[src/rtl/mux_rr_reg.sv]
// N-channel registered mux: a manual select or a round-robin grant feeds one output register.
// Latency: 1 cycle from an input handshake to out_valid/out_data. Full throughput (1 word/cycle).
// Backpressure: while out_valid && !out_ready, all in_ready are 0 and the output and rr_ptr hold.
//
// Ports:
//   clk, rst_n           rising-edge clock, asynchronous active-low reset
//   in_data/in_valid     packed per-channel data (channel k at [k*DW +: DW]) and valids
//   in_ready             per-channel ready, combinational, at most one bit set
//   mode, sel            0 = manual (sel picks the channel), 1 = round-robin over valid channels
//   out_data/out_ch      registered word and the index of the channel that produced it
//   out_valid/out_ready  output handshake
module mux_rr_reg #(
    parameter int N_CH = 4,
    parameter int DW   = 8,
    localparam int SW  = $clog2(N_CH)
) (
    input  logic               clk,
    input  logic               rst_n,
    input  logic [N_CH*DW-1:0] in_data,
    input  logic [N_CH-1:0]    in_valid,
    output logic [N_CH-1:0]    in_ready,
    input  logic               mode,
    input  logic [SW-1:0]      sel,
    output logic [DW-1:0]      out_data,
    output logic               out_valid,
    input  logic               out_ready,
    output logic [SW-1:0]      out_ch
);

    logic [SW-1:0]   rr_ptr;
    logic            load_en;
    logic [N_CH-1:0] grant;
    logic [N_CH-1:0] xfer_vec;
    logic            xfer;
    logic [SW-1:0]   xfer_ch;
    logic [DW-1:0]   xfer_dat;
    logic [SW-1:0]   nxt_ptr;

    // The register can take a word when it is empty or its word leaves this cycle.
    assign load_en = !out_valid || out_ready;

    // Grant is one-hot or empty. Manual mode ignores in_valid, so the selected channel
    // is readied even when idle. An out-of-range sel never matches any k, so nothing
    // is granted.
    always_comb begin
        int  idx;
        logic found;
        grant = '0;
        found = 1'b0;
        idx   = 0;
        if (!mode) begin
            for (int k = 0; k < N_CH; k++) begin
                if (int'(sel) == k) begin
                    grant[k] = 1'b1;
                end
            end
        end else begin
            // Scan upward from rr_ptr and wrap, so the last winner goes to the back of the queue.
            for (int i = 0; i < N_CH; i++) begin
                idx = (int'(rr_ptr) + i) % N_CH;
                if (!found && in_valid[idx]) begin
                    grant[idx] = 1'b1;
                    found      = 1'b1;
                end
            end
        end
    end

    // Gated with rst_n so no producer sees a handshake while reset is asserted.
    assign in_ready = (rst_n && load_en) ? grant : '0;

    always_comb begin
        xfer_vec = in_valid & in_ready;
        xfer_ch  = '0;
        xfer_dat = '0;
        for (int k = 0; k < N_CH; k++) begin
            if (xfer_vec[k]) begin
                xfer_ch  = SW'(k);
                xfer_dat = in_data[k*DW +: DW];
            end
        end
        xfer    = |xfer_vec;
        nxt_ptr = (xfer_ch == SW'(N_CH - 1)) ? '0 : xfer_ch + SW'(1);
    end

    always_ff @(posedge clk or negedge rst_n) begin
        if (!rst_n) begin
            out_data  <= '0;
            out_valid <= 1'b0;
            out_ch    <= '0;
            rr_ptr    <= '0;
        end else begin
            if (xfer) begin
                // Covers the simultaneous drain-and-load case: the new word replaces the old one.
                out_data  <= xfer_dat;
                out_ch    <= xfer_ch;
                out_valid <= 1'b1;
                // Manual transfers leave the pointer alone, so round-robin resumes where it stopped.
                if (mode) begin
                    rr_ptr <= nxt_ptr;
                end
            end else if (out_ready) begin
                out_valid <= 1'b0;
            end
        end
    end

endmodule

[config.mk]
export PLATFORM = sky130hd
export DESIGN_NAME = mux_rr_reg
export DESIGN_NICKNAME = d
export VERILOG_FILES = /design/src/rtl/mux_rr_reg.sv
export SDC_FILE = /design/constraint.sdc
export NUM_CORES = 1
export LEC_CHECK = 0
export ABC_AREA = 0
export CAP_MARGIN = 20
export CORE_MARGIN = 5
export CORE_UTILIZATION = 43
export CTS_CLUSTER_DIAMETER = 120
export DETAILED_ROUTE_END_ITERATION = 8
export GPL_TIMING_DRIVEN = 0
export PLACE_DENSITY = 0.85
export SYNTH_ARGS = -nofsm -noshare
export SYNTH_HDL_FRONTEND = slang
export SYNTH_SLANG_ARGS = --single-unit
[constraint.sdc]
create_clock -name clk -period 4.05 [get_ports clk]
set_input_delay 0.81 -clock clk [delete_from_list [all_inputs] [get_ports clk]]
set_output_delay 0.81 -clock clk [all_outputs]
set_load 0.005 [all_outputs]
==> metrics.sh, run 1 <==
RUN_STATUS='complete, no violations'
TRITONCTS_SINKS=13
CTS_TREE='built'
TIMING.FINAL.MAX_SLEW_VIOLATIONS=0
CRIT_START_CATEGORY='flip-flop'
FINAL.HOLD.WORST_SLACK_NS=0.516
CP_DATA_REQUIRED_TIME_NS=4.21
LAYOUT.FILLER_CELLS=265
YS_TYPES=44
WORSTMARGINPINSLEW_NS=0.638
DRT_FIRST_PASS_ITERS=5
FINCLKSKEW_NS=0.000398
DR.FIRST_ITER.DRC_COUNT=138
DIE_W_UM=68.3
HOLD-PATH-CELL-COUNT=1
DIE-AREA_MM2=0.00466
SLOWEST_DELAY_NS=0.49
CRIT_BUF_INV=13
GR-USAGE-ALL-LAYERS=0.207
TOTAL_NUMBER_OF_PLACEMENT_ROWS=21
ROUTE.ANTENNA.REMAINING_NETS=0
GRT_ANTENNA_BEFORE_REPAIR=0
POWER_DENSITY_mW_PER_MM2=516
YOSYS_WARNINGS=0
CRIT_TOP_CELL='buf_4'
WORST_PATH_MAX_DELAY_CELL='a2111o_1'
HPWL_AFTER_DETAILED_PLACEMENT_UM=3570
CRITICAL-PATH-TOP-DELAY-FAMILY='buffers and inverters'
SYN_AREA_PER_CELL_UM2=8.35
AREA.SEQUENTIAL_UM2=328
AREAGROWTHSYNTHTOFINISH_PCT=55.2
YS_SEQ_ELEMENTS=13
CLK_TRANSITION_REPORTED_PATHS_NS=0.08
PIN_COUNT=57
NETLIST_AREA_MM2=0.00146
ROOT_BUFFER='clkbuf_4'
MAX-SLEW-MARGIN-REL=0.574
FLOORPLAN.INITIALDENSITY=0.441
TIMING.SETUP.TNS_NS=0
IR_WORST_VDD_V=0.000492
PLACE.GP.CONGESTION=0.858
TIMING.CRITICAL_PATH.CELLS='inv_6 > ha_4 > or3b_1 > a2111o_1 > a31oi_2 > buf_4 > buf_4 > buf_4 > buf_4 > buf_4 > buf_4 > buf_4 > buf_4 > buf_4 > buf_4 > buf_4 > o211ai_1 > buf_4 > nand3_1 > a311oi_1 > a221o_1'
FINAL.PERIOD_UTILIZATION=0.991
GRT_FIRST_PASS_WIRELENGTH_UM=7380
UTILIZATION=0.685
HOLD_PATH_ORIGIN='out_data[4]'
GRT_REMAINING_OVERFLOW=0
CRIT-REG2REG-LAUNCH='rr_ptr[0]'
HOLD_BUFFERS=0
ROUTED-VIA-COUNT=1722
DRIVE_ABOVE_1_SHARE=0.214
REG2REGPATHDEPTH=21
TIMING.CRITICAL_PATH.FANOUT_MAX=8
ANTENNA-DIODE-COUNT=0
NUMBER_OF_FLOPS_MAPPED_TO_ENABLE_CELLS_BY_YOSYS=0
VIASPERCELL=5.86
MULTI_INPUT_COMB_AREA_MM2=0.00104
PIN_COUNT_OF_THE_BIGGEST_NET_ENTERING_GLOBAL_ROUTING=16
WORST_SETUP_PATH_CLASS='reg -> reg'
ROUTED_WL_UM=5100
DESIGN.FINAL.NETS=298
SYNTH_CELLS=175
PLACEMENT.IO_BUFFERS=52
TIMING.FINAL.HOLD_VIOLATIONS=0
DIE_H_UM=68.3
CTS_INSERTED_BUFFERS=3
CELLLEAKAGEPOWER_nW=0.966
SYNTH_ASYNC_SR_FLOP_SHARE=1.00
CLKLATENCYLATEPIN_NS=0.27
DRC_ERRORS=0
CTS-HTREE-LEVELS=1
GRT_PASS1_VIAS=1523
YS_SEQ_AREA_FRAC=0.223
YS_DOMINANT_REG_CELL='dfrtp_1'
WORST-ENDPOINT-ARRIVAL_NS=4.18
SYNTH.NET_COUNT=224
FINALPOWER_mW=1.17
TIMING.FINAL.CRIT_PERIOD_NS=4.01
NUMBER_OF_MAX_CAPACITANCE_VIOLATIONS_REPORTED=0
WORSTHOLDPATHTYPE='reg -> reg'
ROUTEDWLPERCELL_UM=17.4
R2R-END='out_data[3]'
NATURE_OF_THE_CRITICAL_PATH_ENDPOINT='flip-flop'
TIMING.HOLD.WORST_ENDPOINT='out_data[4]'
REG2REG_SETUP_SLACK_NS=0.04
CTSLONGESTPATHBUFFERS=2
FINALSETUPVIOLCOUNT=0
FMAXACHIEVABLE_GHz=0.249
AREA_OF_THE_CORE_MM2=0.00331
sequential cells by signal (all words and copies together), names as in the netlist:
register   cells
out_ch         2
out_data       8
out_valid      1
rr_ptr         2
worst max-delay path by stage:
stage                         start          end  depth (start not counted)
after CTS                 rr_ptr[0]  out_data[5]                         23
after global routing      rr_ptr[0]  out_data[5]                         21
final                     rr_ptr[0]  out_data[3]                         21
after global placement        rst_n  in_ready[1]                          5
after detailed placement      rst_n  in_ready[1]                          5
after floorplan           rr_ptr[0]  in_ready[0]                         10
stage by stage:
stage	std cells	cell area [um^2]	worst slack, ns
detailed placement	273	2040	-0.125
floorplan	175	1460	0.724
CTS	289	2170	0.00688
global placement	273	2040	-0.109
global route	294	2270	-0.0469
finish	294	2270	0.0366
cell usage after synthesis, types with 2 or more instances:
library cell	n	share of area
nor2_1	14	0.036
dfrtp_1	13	0.22
nand3_1	10	0.034
a221o_1	9	0.062
and3_1	9	0.039
inv_1	9	0.023
nand4_1	9	0.039
a311oi_1	8	0.048
nand2_1	8	0.021
nand2b_1	8	0.034
buf_2	7	0.024
ha_1	7	0.060
a21oi_1	6	0.021
clkbuf_1	4	0.010
mux2i_1	4	0.027
nand3b_1	4	0.021
a21o_1	3	0.015
and2_1	3	0.013
buf_4	3	0.015
buf_6	3	0.023
mux4_2	3	0.046
o22ai_1	3	0.013
a211oi_1	2	0.010
a31oi_1	2	0.0086
nor2b_1	2	0.0086
o211ai_1	2	0.010
o21ai_0	2	0.0068
o311ai_0	2	0.012
cells in the final DEF, fill, tap and decap left out, types with 4 or more instances in the layout:
master / netlist / routed
nand2_1: 8 / 8
nand2b_1: 8 / 8
clkbuf_1: 4 / 5
a221o_1: 9 / 9
clkdlybuf4s50_1: 0 / 51
a311oi_1: 8 / 5
ha_1: 7 / 6
nand3b_1: 4 / 4
nand4_1: 9 / 9
dfrtp_1: 13 / 11
mux2i_1: 4 / 4
buf_4: 3 / 24
inv_1: 9 / 7
nor2_1: 14 / 14
nand3_1: 10 / 9
and3_1: 9 / 9
a21oi_1: 6 / 6
logic make-up (layout without fill, tap and decap cells):
| kind of cell | Yosys count | in the layout | synth area share |
|---|---|---|---|
| mux | 7 | 7 | 0.0736 |
| buf+inv | 27 | 100 | 0.0984 |
| compound gates | 46 | 46 | 0.250 |
| simple gates | 75 | 75 | 0.295 |
| flops | 13 | 13 | 0.223 |
| fa+ha+maj | 7 | 7 | 0.0599 |
layout make-up:
type,instances,share of cell area
Buffer,14,0.0414
Clock buffer,4,0.0116
Inverter,10,0.0215
Multi-Input combinational cell,135,0.459
Sequential cell,13,0.145
Tap cell,46,0.0254
Timing Repair Buffer,72,0.297
power breakdown:
group          switching [mW]  internal [mW]
clock network          0.0421         0.0382
registers              0.0587          0.197
logic                   0.373          0.460
total                   0.474          0.696
metal layers:
| metal | global-route usage | routed length [um] |
|---|---|---|
| met4 | 0.0695 | 134 |
| met5 | 0 | 0 |
| met3 | 0.0263 | 427 |
| met1 | 0.290 | 2070 |
| met2 | 0.327 | 2470 |
timing repair:
action,4_1_cts,5_1_grt
setup endpoints to repair,4,15
setup buffers,13,7
resized for setup,7,16
pin swaps,2,4
Note: power is estimated with default switching activity, not from simulation.
==> run 2: changes to the inputs <==
--- a/config.mk
+++ b/config.mk
@@ -10,6 +10,7 @@
 export CORE_MARGIN = 5
 export CORE_UTILIZATION = 43
 export CTS_CLUSTER_DIAMETER = 120
+export CTS_CLUSTER_SIZE = 30
 export DETAILED_ROUTE_END_ITERATION = 8
 export GPL_TIMING_DRIVEN = 0
 export PLACE_DENSITY = 0.85
==> results of run 2 <==
The final DEF is identical to that of run 1; final timing and power are the same.
==> run 3: changes to the inputs <==
--- a/config.mk
+++ b/config.mk
@@ -6,7 +6,6 @@
 export NUM_CORES = 1
 export LEC_CHECK = 0
 export ABC_AREA = 0
-export CAP_MARGIN = 20
 export CORE_MARGIN = 5
 export CORE_UTILIZATION = 43
 export CTS_CLUSTER_DIAMETER = 120
==> results of run 3 <==
The final DEF is identical to that of run 1; final timing and power are the same.
